<file path="src/rtl/axi_lite_timer.sv">
// AXI4-Lite slave timer: 32-bit up-counter with compare match, STATUS flag and registered interrupt.
// Defining TIMER_PRESCALER_EN adds an 8-bit PRESCALE register at 0x10 that divides the count tick.
module axi_lite_timer #(
  parameter int          ADDR_W      = 12,
  parameter logic [31:0] RST_COMPARE = 32'hFFFF_FFFF
) (
  input  logic        clk,
  input  logic        rst,
  input  logic [31:0] S_AXI_AWADDR,
  input  logic        S_AXI_AWVALID,
  output logic        S_AXI_AWREADY,
  input  logic [31:0] S_AXI_WDATA,
  input  logic [3:0]  S_AXI_WSTRB,
  input  logic        S_AXI_WVALID,
  output logic        S_AXI_WREADY,
  output logic        S_AXI_BVALID,
  input  logic        S_AXI_BREADY,
  output logic [1:0]  S_AXI_BRESP,
  input  logic [31:0] S_AXI_ARADDR,
  input  logic        S_AXI_ARVALID,
  output logic        S_AXI_ARREADY,
  output logic [31:0] S_AXI_RDATA,
  output logic        S_AXI_RVALID,
  input  logic        S_AXI_RREADY,
  output logic [1:0]  S_AXI_RRESP,
  output logic        irq_o
);

  typedef enum logic {W_IDLE, W_RESP} w_state_t;
  typedef enum logic {R_IDLE, R_DATA} r_state_t;

  localparam int IW = ADDR_W - 2;
  localparam logic [IW-1:0] IDX_CTRL    = IW'(0);
  localparam logic [IW-1:0] IDX_COMPARE = IW'(1);
  localparam logic [IW-1:0] IDX_COUNT   = IW'(2);
  localparam logic [IW-1:0] IDX_STATUS  = IW'(3);
  localparam logic [IW-1:0] IDX_PRESC   = IW'(4);
  localparam logic [1:0]    RESP_OKAY   = 2'b00;
  localparam logic [1:0]    RESP_SLVERR = 2'b10;

  w_state_t    w_state_q, w_state_d;
  r_state_t    r_state_q, r_state_d;
  logic        wrdy_q, wrdy_d, bvalid_q, bvalid_d;
  logic [1:0]  bresp_q, bresp_d, rresp_q, rresp_d;
  logic        arrdy_q, arrdy_d, rvalid_q, rvalid_d;
  logic [31:0] rdata_q, rdata_d, rd_val;
  logic [2:0]  ctrl_q, ctrl_d;
  logic [31:0] compare_q, compare_d, count_q, count_d;
  logic        match_q, match_d, irq_q;
  logic [IW-1:0] widx, ridx;
  logic        wr_fire, rd_fire, tick, hit;
`ifdef TIMER_PRESCALER_EN
  logic [7:0]  presc_q, presc_d, div_q, div_d;
  logic        presc_wr;
`endif
  logic        unused_addr_bits;

  assign unused_addr_bits = ^{S_AXI_AWADDR[31:ADDR_W], S_AXI_AWADDR[1:0],
                              S_AXI_ARADDR[31:ADDR_W], S_AXI_ARADDR[1:0]};

  function automatic logic is_mapped(input logic [IW-1:0] idx);
`ifdef TIMER_PRESCALER_EN
    is_mapped = (idx <= IDX_PRESC);
`else
    is_mapped = (idx <= IDX_STATUS);
`endif
  endfunction

  function automatic logic [31:0] merge(input logic [31:0] old, input logic [31:0] nw,
                                        input logic [3:0] strb);
    merge = old;
    for (int b = 0; b < 4; b++) begin
      if (strb[b]) merge[8*b +: 8] = nw[8*b +: 8];
    end
  endfunction

  assign widx    = S_AXI_AWADDR[ADDR_W-1:2];
  assign ridx    = S_AXI_ARADDR[ADDR_W-1:2];
  // Handshake: a channel transfers on the edge where its VALID and READY are both high;
  // AW and W are only ever accepted together, and READY is a registered one-cycle pulse.
  assign wr_fire = (w_state_q == W_IDLE) && wrdy_q && S_AXI_AWVALID && S_AXI_WVALID;
  assign rd_fire = (r_state_q == R_IDLE) && arrdy_q && S_AXI_ARVALID;

  always_comb begin
    w_state_d = w_state_q;
    wrdy_d    = 1'b0;
    bvalid_d  = bvalid_q;
    bresp_d   = bresp_q;
    case (w_state_q)
      W_IDLE: begin
        wrdy_d = !wrdy_q && S_AXI_AWVALID && S_AXI_WVALID;
        if (wr_fire) begin
          w_state_d = W_RESP;
          bvalid_d  = 1'b1;
          bresp_d   = is_mapped(widx) ? RESP_OKAY : RESP_SLVERR;
        end
      end
      W_RESP: begin
        if (S_AXI_BREADY) begin
          w_state_d = W_IDLE;
          bvalid_d  = 1'b0;
        end
      end
    endcase
  end

  always_comb begin
    rd_val = '0;
    case (ridx)
      IDX_CTRL:    rd_val = {29'd0, ctrl_q};
      IDX_COMPARE: rd_val = compare_q;
      IDX_COUNT:   rd_val = count_q;
      IDX_STATUS:  rd_val = {31'd0, match_q};
`ifdef TIMER_PRESCALER_EN
      IDX_PRESC:   rd_val = {24'd0, presc_q};
`endif
      default:     rd_val = '0;
    endcase
  end

  always_comb begin
    r_state_d = r_state_q;
    arrdy_d   = 1'b0;
    rvalid_d  = rvalid_q;
    rdata_d   = rdata_q;
    rresp_d   = rresp_q;
    case (r_state_q)
      R_IDLE: begin
        arrdy_d = !arrdy_q && S_AXI_ARVALID;
        if (rd_fire) begin
          r_state_d = R_DATA;
          rvalid_d  = 1'b1;
          rdata_d   = rd_val;
          rresp_d   = is_mapped(ridx) ? RESP_OKAY : RESP_SLVERR;
        end
      end
      R_DATA: begin
        if (S_AXI_RREADY) begin
          r_state_d = R_IDLE;
          rvalid_d  = 1'b0;
        end
      end
    endcase
  end

`ifdef TIMER_PRESCALER_EN
  assign tick = ctrl_q[0] && (div_q == presc_q);
  assign div_d = (!ctrl_q[0] || presc_wr || tick) ? 8'd0 : div_q + 8'd1;
`else
  assign tick = ctrl_q[0];
`endif

  // Register writes are applied after the tick update so a COUNT write overrides it,
  // and the match set is applied after the STATUS clear so a simultaneous set wins.
  always_comb begin
    ctrl_d    = ctrl_q;
    compare_d = compare_q;
    count_d   = count_q;
    match_d   = match_q;
    hit       = tick && (count_q == compare_q);
`ifdef TIMER_PRESCALER_EN
    presc_d   = presc_q;
    presc_wr  = 1'b0;
`endif
    if (tick) count_d = (hit && ctrl_q[2]) ? 32'd0 : count_q + 32'd1;
    if (wr_fire) begin
      case (widx)
        IDX_CTRL:    if (S_AXI_WSTRB[0]) ctrl_d = S_AXI_WDATA[2:0];
        IDX_COMPARE: compare_d = merge(compare_q, S_AXI_WDATA, S_AXI_WSTRB);
        IDX_COUNT:   count_d = merge(count_q, S_AXI_WDATA, S_AXI_WSTRB);
        IDX_STATUS:  if (S_AXI_WSTRB[0] && S_AXI_WDATA[0]) match_d = 1'b0;
`ifdef TIMER_PRESCALER_EN
        IDX_PRESC: begin
          if (S_AXI_WSTRB[0]) presc_d = S_AXI_WDATA[7:0];
          presc_wr = 1'b1;
        end
`endif
        default: ;
      endcase
    end
    if (hit) match_d = 1'b1;
  end

  always_ff @(posedge clk or negedge rst) begin
    if (!rst) begin
      w_state_q <= W_IDLE;
      r_state_q <= R_IDLE;
      wrdy_q    <= 1'b0;
      bvalid_q  <= 1'b0;
      bresp_q   <= RESP_OKAY;
      arrdy_q   <= 1'b0;
      rvalid_q  <= 1'b0;
      rdata_q   <= '0;
      rresp_q   <= RESP_OKAY;
      ctrl_q    <= '0;
      compare_q <= RST_COMPARE;
      count_q   <= '0;
      match_q   <= 1'b0;
      irq_q     <= 1'b0;
`ifdef TIMER_PRESCALER_EN
      presc_q   <= '0;
      div_q     <= '0;
`endif
    end else begin
      w_state_q <= w_state_d;
      r_state_q <= r_state_d;
      wrdy_q    <= wrdy_d;
      bvalid_q  <= bvalid_d;
      bresp_q   <= bresp_d;
      arrdy_q   <= arrdy_d;
      rvalid_q  <= rvalid_d;
      rdata_q   <= rdata_d;
      rresp_q   <= rresp_d;
      ctrl_q    <= ctrl_d;
      compare_q <= compare_d;
      count_q   <= count_d;
      match_q   <= match_d;
      irq_q     <= match_q & ctrl_q[1];
`ifdef TIMER_PRESCALER_EN
      presc_q   <= presc_d;
      div_q     <= div_d;
`endif
    end
  end

  assign S_AXI_AWREADY = wrdy_q;
  assign S_AXI_WREADY  = wrdy_q;
  assign S_AXI_BVALID  = bvalid_q;
  assign S_AXI_BRESP   = bresp_q;
  assign S_AXI_ARREADY = arrdy_q;
  assign S_AXI_RVALID  = rvalid_q;
  assign S_AXI_RDATA   = rdata_q;
  assign S_AXI_RRESP   = rresp_q;
  assign irq_o         = irq_q;

endmodule

</file>
<file path="config.mk">
export PLATFORM = sky130hd
export DESIGN_NAME = axi_lite_timer
export DESIGN_NICKNAME = d
export VERILOG_FILES = /design/src/rtl/axi_lite_timer.sv
export SDC_FILE = /design/constraint.sdc
export NUM_CORES = 1
export LEC_CHECK = 0
export BUFFER_PORTS_ARGS = -buffer_cell sky130_fd_sc_hd__buf_2
export CORE_MARGIN = 2
export CORE_UTILIZATION = 25
export CTS_CLUSTER_DIAMETER = 30
export DETAILED_ROUTE_END_ITERATION = 16
export HOLD_SLACK_MARGIN = 0.1
export PLACE_DENSITY = 0.44
export SLEW_MARGIN = 10
export SYNTH_ARGS = -nofsm -noshare
export SYNTH_HDL_FRONTEND = slang
export SYNTH_SLANG_ARGS = --single-unit
</file>
<file path="constraint.sdc">
create_clock -name clk -period 4.8 [get_ports clk]
set_input_delay 0.72 -clock clk [delete_from_list [all_inputs] [get_ports clk]]
set_output_delay 0.72 -clock clk [all_outputs]
set_load 0.05 [all_outputs]
</file>
==> impl_metrics.py, run 1 <==
metrics = {
    "run_status": {
        "status": "completed",
    },
    "detailed_routing": {
        "wl_per_cell_um": 18.38,
        "drtIter0Drc": 392,
        "vias_per_cell": 4.899,
        "drc": 0,
        "wirelength_um": 18580,
        "dr.pass1.iters": 4,
        "num_vias": 4953,
        "drtAntennaViolNets": 0,
    },
    "layout": {
        "fin_util": 0.2993,
        "mostFrequentLayoutCells": "101 x buf_2, 77 x dfrtp_1, 60 x nand2_1, 38 x o21ai_0",
        "final_nets": 795,
        "final_area_mm2": 0.007024,
        "insertedDiodeCount": 0,
        "syn_to_final_growth_pct": 17.18,
        "final_common_cell": "buf_2",
        "drive_above_1_share": 0.2529,
    },
    "sta": {
        "max_slew_margin": 0.3393,
        "slew_violations": 0,
        "hold_violations": 0,
        "setup_viol": 0,
        "period_share": 0.5462,
        "skew_ns": 0.006260,
        "timing_worst_slew_pin_value_ns": 0.9882,
        "rsz0062_at_grt": "no",
        "holdWs_ns": 0.4717,
        "period_minus_slack_ns": 2.622,
        "finalSetupTns_ns": 0,
        "fmax_ghz": 0.3814,
    },
    "placed_design": {
        "io_buffers": 102,
        "placed_cell_area_mm2": 0.006768,
        "dp_hpwl_um": 13450,
        "gp_congestion": 0.8693,
    },
    "floorplan": {
        "chipWidth_um": 158.9,
        "die_height_um": 158.9,
        "die_area_mm2": 0.02523,
        "core-area_mm2": 0.02347,
        "std_cell_rows": 56,
        "start_util": 0.2554,
        "io_pins": 149,
    },
    "pwr": {
        "powerDensity_mw_per_mm2": 252.8,
        "total_power_mw": 1.776,
        "ir_worst_vdd_mv": 0.1382,
        "p_leak_nw": 3.088,
    },
    "cts": {
        "postCtsSetupRepairBufs": 0,
        "cts_tree": "done",
        "cts_made_buffers": 9,
        "clockBufferDepth": 2,
        "cts-resized-gates": 0,
        "path_clk_slew_ns": 0.07,
        "h-tree-depth": 3,
        "clock_sinks": 109,
        "insertion_delay_ns": 0.36,
        "hold_buffers": 0,
        "cts-root-buf": "clkbuf_16",
    },
    "setup_path": {
        "crit_path_max_fanout": 18,
        "r2r_slack_ns": 2.28,
        "arrival_ns": 2.81,
        "path_class": "in2reg",
        "reg2reg_depth": 4,
        "worstSetupStartpointType": "primary input",
        "worstPathRequired_ns": 4.99,
        "reg2reg_from": "w_state_q",
        "reg2reg_to": "count_q[24]",
        "cp-end-kind": "flop",
    },
    "job": {
        "drv_cap": 0,
    },
    "synth": {
        "synth_edf_count": 0,
        "avgSynthCellArea_um2": 9.892,
        "synthArstFlopShare": 1.000,
        "syn-cell-area_mm2": 0.005994,
        "synthCells": 606,
        "synth-main-ff-cell": "dfrtp_1",
        "synth_warnings": 0,
        "yosysSeqAreaShare": 0.4617,
        "ys_seq_elements": 109,
        "synth.distinct_cells": 59,
    },
    "min_path": {
        "worstHoldPathType": "reg2reg",
        "hold_end": "S_AXI_RDATA[16]",
        "hold-path-cell-count": 2,
        "hp-start": "S_AXI_RDATA[16]",
    },
    "grt": {
        "grt_start_max_net_pins": 73,
        "antenna_found_initial": 0,
        "grt_pass1_vias": 5295,
        "grt_usage": 0.1535,
        "grt_pass1_wl_um": 30370,
        "grt.overflow.total": 0,
    },
}
[kinds of logic after synthesis]
kind of cell,after synthesis,share of synthesized area
AOI/OAI and AO/OA,132,0.1449
DFF,109,0.4617
and+or+nand+nor,217,0.1987
muxes,50,0.09288
buffers and inverters,59,0.04508
xor gates and xnor gates,37,0.05406
other,1,0.0006256
adders and majority gates,1,0.002087
[cell type report]
class,instances,area [um^2]
timing repair buffer,110,573.1
tap,319,399.1
fill,2526,16450
multi-input combinational,439,2960
clock inverter,2,12.51
sequential,109,2768
clock buffer,14,244.0
inverter,18,67.56
[worst max path at each step]
stage | start | end | slack, ns
6_report | S_AXI_AWADDR[4] | count_q[24] | 2.18
5_1_grt | S_AXI_AWADDR[4] | count_q[23] | 1.88
4_1_cts | S_AXI_AWADDR[4] | count_q[24] | 2.15
3_5_place_dp | S_AXI_AWADDR[4] | count_q[24] | 1.77
3_3_place_gp | S_AXI_AWADDR[4] | count_q[24] | 1.79
2_1_floorplan | S_AXI_AWADDR[4] | compare_q[24] | 2.66
[synthesized netlist by cell type, types with 17 or more instances]
library cell  count  area share
a22oi_1          31       0.039
clkbuf_1         23       0.014
dfrtp_1          77        0.32
dfstp_2          32        0.14
inv_1            18       0.011
mux2_1           32       0.060
nand2_1          60       0.038
nand2b_1         18       0.019
nand3_1          30       0.025
nand4_1          17       0.018
nor2_1           25       0.016
o21ai_0          38       0.032
xnor2_1          21       0.031
[sequential cells by signal, summed over array words and instances (netlist names)]
signal	flops
S_AXI_ARREADY	1
S_AXI_AWREADY	1
S_AXI_BRESP	1
S_AXI_BVALID	1
S_AXI_RDATA	32
S_AXI_RRESP	1
S_AXI_RVALID	1
compare_q	32
count_q	32
ctrl_q	3
irq_o	1
match_q	1
r_state_q	1
w_state_q	1
[metrics by stage]
| stage | setup WS, ns | cells |
|---|---|---|
| 6_report | 2.178 | 1011 |
| 5_1_grt | 1.880 | 1011 |
| 4_1_cts | 2.148 | 1011 |
| 3_5_place_dp | 1.771 | 995 |
| 3_3_place_gp | 1.787 | 995 |
| 2_1_floorplan | 2.659 | 607 |
[report_power, final]
| part | total [mW] | switching (mW) | internal (mW) | leakage [nW] |
|---|---|---|---|---|
| clock | 0.690 | 0.337 | 0.353 | 0.121 |
| sequential | 0.940 | 0.00847 | 0.931 | 1.38 |
| combinational | 0.146 | 0.104 | 0.0416 | 1.58 |
| total | 1.78 | 0.450 | 1.33 | 3.09 |
[worst max-delay path: stages]
cell and delay, ns:
buf_2 0.10, nor4_2 0.38, nand4_1 0.85, nand2_1 0.59
o22ai_1 0.16
[metal layers]
metal | GRT usage | share of wire
met1 | 0.2100 | 0.45
met4 | 0.04752 | 0.019
met3 | 0.03056 | 0.064
met2 | 0.2445 | 0.47
met5 | 0 | 0
Note: power is estimated with default switching activity, not from simulation.
==> run 2, diff against run 1 <==
==> constraint.sdc (replaced) <==
create_clock -name clk -period 2.49 [get_ports clk]
set_input_delay 0.3735 -clock clk [delete_from_list [all_inputs] [get_ports clk]]
set_output_delay 0.3735 -clock clk [all_outputs]
set_load 0.05 [all_outputs]
==> impl_metrics.py, run 2 (synthesis results as in run 1) <==
metrics = {
    "sta": {
        "holdWs_ns": 0.2051,
        "slew_violations": 0,
        "finalSetupTns_ns": 0,
        "max_slew_margin": 0.6089,
        "period_minus_slack_ns": 2.285,
        "setup_viol": 0,
        "timing.final.ws_setup_ns": 0.2047,
        "rsz0062_at_grt": "no",
        "skew_ns": 0.01103,
        "fmax_ghz": 0.4376,
        "hold_violations": 0,
        "period_share": 0.9178,
        "timing_worst_slew_pin_value_ns": 0.5847,
    },
    "detailed_routing": {
        "drc": 0,
        "wl_per_cell_um": 18.17,
        "vias_per_cell": 4.926,
        "wirelength_um": 18680,
        "drtAntennaViolNets": 0,
        "dr.pass1.iters": 4,
        "drtIter0Drc": 515,
        "num_vias": 5064,
    },
    "grt": {
        "grt_start_max_net_pins": 47,
        "grt_pass1_vias": 5211,
        "grt_usage": 0.1516,
        "antenna_found_initial": 0,
        "grt_pass1_wl_um": 29980,
        "grt.overflow.total": 0,
    },
    "floorplan": {
        "core-area_mm2": 0.02347,
        "start_util": 0.2554,
        "die_area_mm2": 0.02523,
        "chipWidth_um": 158.9,
        "std_cell_rows": 56,
        "io_pins": 149,
        "die_height_um": 158.9,
    },
    "cts": {
        "cts_made_buffers": 9,
        "insertion_delay_ns": 0.36,
        "postCtsSetupRepairBufs": 0,
        "cts_tree": "done",
        "h-tree-depth": 3,
        "path_clk_slew_ns": 0.07,
        "clock_sinks": 109,
        "clockBufferDepth": 2,
        "cts-root-buf": "clkbuf_16",
    },
    "setup_path": {
        "slowest_delay_ns": 0.55,
        "reg2reg_depth": 6,
        "path_class": "reg2reg",
        "worstPathRequired_ns": 2.74,
        "cp-end-kind": "flop",
        "worstSetupStartpointType": "flop",
        "r2r_slack_ns": 0.20,
        "crit_path_max_fanout": 7,
        "crit_path_cell_trace": "xor2_1 -> nor4_2 -> and2_2 -> nand4_2 -> and2_1 -> a221o_1",
        "slowest_stage": "dfstp_2",
        "arrival_ns": 2.53,
    },
    "pwr": {
        "powerDensity_mw_per_mm2": 482.1,
        "p_leak_nw": 3.192,
        "ir_worst_vdd_mv": 0.2823,
    },
    "placed_design": {
        "dp_hpwl_um": 13700,
        "io_buffers": 102,
        "post-place-ws_ns": 0.2347,
        "gp_congestion": 0.8803,
    },
    "min_path": {
        "worstHoldPathType": "in2reg",
        "hold-path-cell-count": 2,
    },
    "layout": {
        "syn_to_final_growth_pct": 20.14,
        "insertedDiodeCount": 0,
        "final_nets": 812,
        "fin_util": 0.3068,
        "mostFrequentLayoutCells": "101 x buf_2, 77 x dfrtp_1, 60 x nand2_1, 38 x o21ai_0",
        "drive_above_1_share": 0.2708,
        "final_common_cell": "buf_2",
    },
    "run_status": {
        "status": "completed",
    },
    "job": {
        "drv_cap": 0,
    },
}
## run 2: cell types whose count changed in the layout (fill, tap and decap cells not counted)
cell | previous run | this run
clkbuf_1 | 5 | 4
dlygate4sd3_1 | 0 | 1
clkbuf_8 | 0 | 1
buf_12 | 0 | 3
buf_4 | 9 | 22
## run 2: per-stage QoR
step	instances	instance area (um^2)	power (mW)
global route	1028	7202	3.618
detailed placement	1011	6925	2.137
CTS	1028	7202	3.529
global placement	1011	6925	2.130
floorplan	607	5998	1.985
finish	1028	7202	3.472
## run 2: repair_timing
action | in CTS | in global routing
hold endpoints to repair | 27 | 0
resized for setup | 0 | 0
hold buffers | 1 | 0
## run 2: per-layer routing
metal	global-route usage	wire (um)	part of all wire
met1	0.2034	8910	0.48
met2	0.2509	8713	0.47
met3	0.03056	802	0.043
met4	0.03719	256	0.014
met5	0	0	0
## run 2: where the power goes
group          internal [mW]  switching (mW)  total, mW  leakage (nW)
Clock                  0.708           0.666       1.37         0.127
Sequential              1.80          0.0158       1.81          1.38
Combinational         0.0848           0.202      0.287          1.68
Total                   2.59           0.884       3.47          3.19
## run 2: final timing paths
kind	end	from
max in group asynchronous	compare_q[3]	rst
min reg2reg	S_AXI_ARREADY	r_state_q
min	S_AXI_RVALID	S_AXI_RREADY
max	count_q[10]	compare_q[8]
min in group asynchronous	S_AXI_RDATA[27]	rst
max reg2reg	count_q[10]	compare_q[8]
## run 2: area by class of cell
type	instances	area, um^2
Sequential cell	109	2768
Timing Repair Buffer	127	740.7
Inverter	18	67.56
Clock buffer	14	254.0
Tap cell	319	399.1
Fill cell	2491	16270
Clock inverter	2	12.51
Multi-Input combinational cell	439	2960
## run 2: worst max-delay path: cells and delay by family, from the launching register on
| family | cells | cell delay, ns |
|---|---|---|
| and+or+nand+nor | 4 | 1.10 |
| DFF | 1 | 0.55 |
| AOI/OAI and AO/OA | 1 | 0.33 |
| xor gates and xnor gates | 1 | 0.18 |
==> run 3, diff against run 2 <==
--- a/config.mk
+++ b/config.mk
@@ -7,11 +7,12 @@
 export LEC_CHECK = 0
 export BUFFER_PORTS_ARGS = -buffer_cell sky130_fd_sc_hd__buf_2
 export CORE_MARGIN = 2
-export CORE_UTILIZATION = 25
+export CORE_UTILIZATION = 54
 export CTS_CLUSTER_DIAMETER = 30
 export DETAILED_ROUTE_END_ITERATION = 16
 export HOLD_SLACK_MARGIN = 0.1
-export PLACE_DENSITY = 0.44
+export PLACE_DENSITY = 0.81
+export REMOVE_ABC_BUFFERS = 1
 export SLEW_MARGIN = 10
 export SYNTH_ARGS = -nofsm -noshare
 export SYNTH_HDL_FRONTEND = slang
==> constraint.sdc (replaced) <==
create_clock -name clk -period 2.49 [get_ports clk]
set_input_delay 0.249 -clock clk [delete_from_list [all_inputs] [get_ports clk]]
set_output_delay 0.249 -clock clk [all_outputs]
set_load 0.05 [all_outputs]
==> impl_metrics.py, run 3 (synthesis results as in run 1) <==
metrics = {
    "sta": {
        "skew_ns": 0.01433,
        "slew_violations": 0,
        "setup_viol": 0,
        "hold_violations": 0,
        "period_minus_slack_ns": 2.280,
        "holdWs_ns": 0.1023,
        "fmax_ghz": 0.4386,
        "period_share": 0.9157,
        "rsz0062_at_grt": "no",
    },
    "setup_path": {
        "crit_path_start": "count_q[11]",
        "reg2reg_depth": 6,
        "reg2reg_from": "count_q[11]",
        "setup.worst_path.end": "count_q[4]",
        "reg2reg_to": "count_q[4]",
        "slowest_stage": "dfrtp_1",
        "r2r_slack_ns": 0.21,
        "path_class": "reg2reg",
        "worstPathRequired_ns": 2.75,
        "worstSetupStartpointType": "flop",
        "cp-end-kind": "flop",
        "crit_path_cell_trace": "xnor2_1 -> nand3_1 -> nor4_2 -> nand4_2 -> a41o_1 -> a221o_1",
        "slowest_delay_ns": 0.46,
        "crit_path_max_fanout": 6,
        "arrival_ns": 2.54,
    },
    "min_path": {
        "worstHoldPathType": "in2reg",
    },
    "cts": {
        "h-tree-depth": 3,
        "insertion_delay_ns": 0.38,
        "cts_made_buffers": 9,
        "clockBufferDepth": 2,
        "cts_tree": "done",
        "cts-root-buf": "clkbuf_8",
        "clock_sinks": 109,
        "path_clk_slew_ns": 0.11,
    },
    "grt": {
        "grt_usage": 0.2813,
        "grt_start_max_net_pins": 65,
        "grt_pass1_wl_um": 26010,
        "grt_pass1_vias": 5098,
        "grt.overflow.total": 0,
        "antenna_found_initial": 0,
    },
    "detailed_routing": {
        "wirelength_um": 16270,
        "wl_per_cell_um": 18.96,
        "dr.pass1.iters": 5,
        "num_vias": 5174,
        "vias_per_cell": 6.030,
        "drc": 0,
        "drtAntennaViolNets": 0,
        "drtIter0Drc": 375,
    },
    "floorplan": {
        "start_util": 0.5530,
        "io_pins": 149,
        "core-area_mm2": 0.01084,
        "std_cell_rows": 38,
        "die_height_um": 109.4,
        "chipWidth_um": 109.4,
        "die_area_mm2": 0.01196,
    },
    "run_status": {
        "status": "completed",
    },
    "pwr": {
        "powerDensity_mw_per_mm2": 473.3,
        "p_leak_nw": 3.211,
        "ir_worst_vdd_mv": 0.3000,
        "total_power_mw": 3.320,
    },
    "placed_design": {
        "gp_congestion": 0.9601,
        "dp_hpwl_um": 11950,
        "io_buffers": 102,
    },
    "layout": {
        "final_nets": 821,
        "fin_util": 0.6470,
        "syn_to_final_growth_pct": 17.01,
        "drive_above_1_share": 0.2716,
        "mostFrequentLayoutCells": "101 x buf_2, 77 x dfrtp_1, 60 x nand2_1, 38 x o21ai_0",
        "final_common_cell": "buf_2",
        "insertedDiodeCount": 0,
    },
    "job": {
        "drv_cap": 0,
    },
}
-- run 3: metrics by stage --
stage	setup TNS, ns	setup WS [ns]	cell area [um^2]	instances
2_1_floorplan	-3.230	-0.1720	5796	566
4_1_cts	0	0.2449	7014	858
5_1_grt	0	0.01656	7014	858
3_5_place_dp	0	0.2450	6689	832
6_report	0	0.2100	7014	858
3_3_place_gp	0	0.2723	6689	832
-- run 3: cell type report --
cell class / instances / area [um^2]
Clock inverter: 4 / 70.07
Sequential cell: 109 / 2768
Tap cell: 140 / 175.2
Clock buffer: 12 / 155.1
Inverter: 18 / 67.56
Timing Repair Buffer: 136 / 818.3
Multi-Input combinational cell: 439 / 2960
Fill cell: 906 / 3826
-- run 3: power by group --
group / leakage (nW) / internal (mW) / switching [mW] / total [mW]
registers: 1.38 / 1.80 / 0.0144 / 1.81
clock network: 0.116 / 0.619 / 0.596 / 1.22
logic: 1.71 / 0.0943 / 0.200 / 0.295
total: 3.21 / 2.51 / 0.811 / 3.32
-- run 3: routing by layer --
metal | GRT usage | up-vias | share of wire
met2 | 0.4480 | 211 | 0.47
met5 | 0 | - | 0
li1 | - | 2412 | -
met4 | 0.1175 | 0 | 0.029
met1 | 0.3958 | 2514 | 0.43
met3 | 0.02608 | 37 | 0.066
-- run 3: worst min path at each step --
stage,startpoint,end,cells past startpoint
detailed placement,rst,S_AXI_RDATA[22],1
global route,S_AXI_WDATA[23],compare_q[23],2
CTS,S_AXI_WDATA[23],compare_q[23],2
floorplan,rst,S_AXI_ARREADY,0
global placement,rst,count_q[19],1
finish,S_AXI_WDATA[2],count_q[2],3
-- run 3: worst max-delay path: cells and delay by family (launching register included) --
kind                      cells  cell delay (ns)
DFF                           1             0.46
and+or+nand+nor               3             0.81
xor gates and xnor gates      1             0.34
AOI/OAI and AO/OA             2             0.55
-- run 3: timing repair --
item / in CTS / in global routing
endpoints found under the hold margin: 35 / 0
hold buffers: 10 / 0
setup buffers: 0 / 0
gates resized for setup: 0 / 0
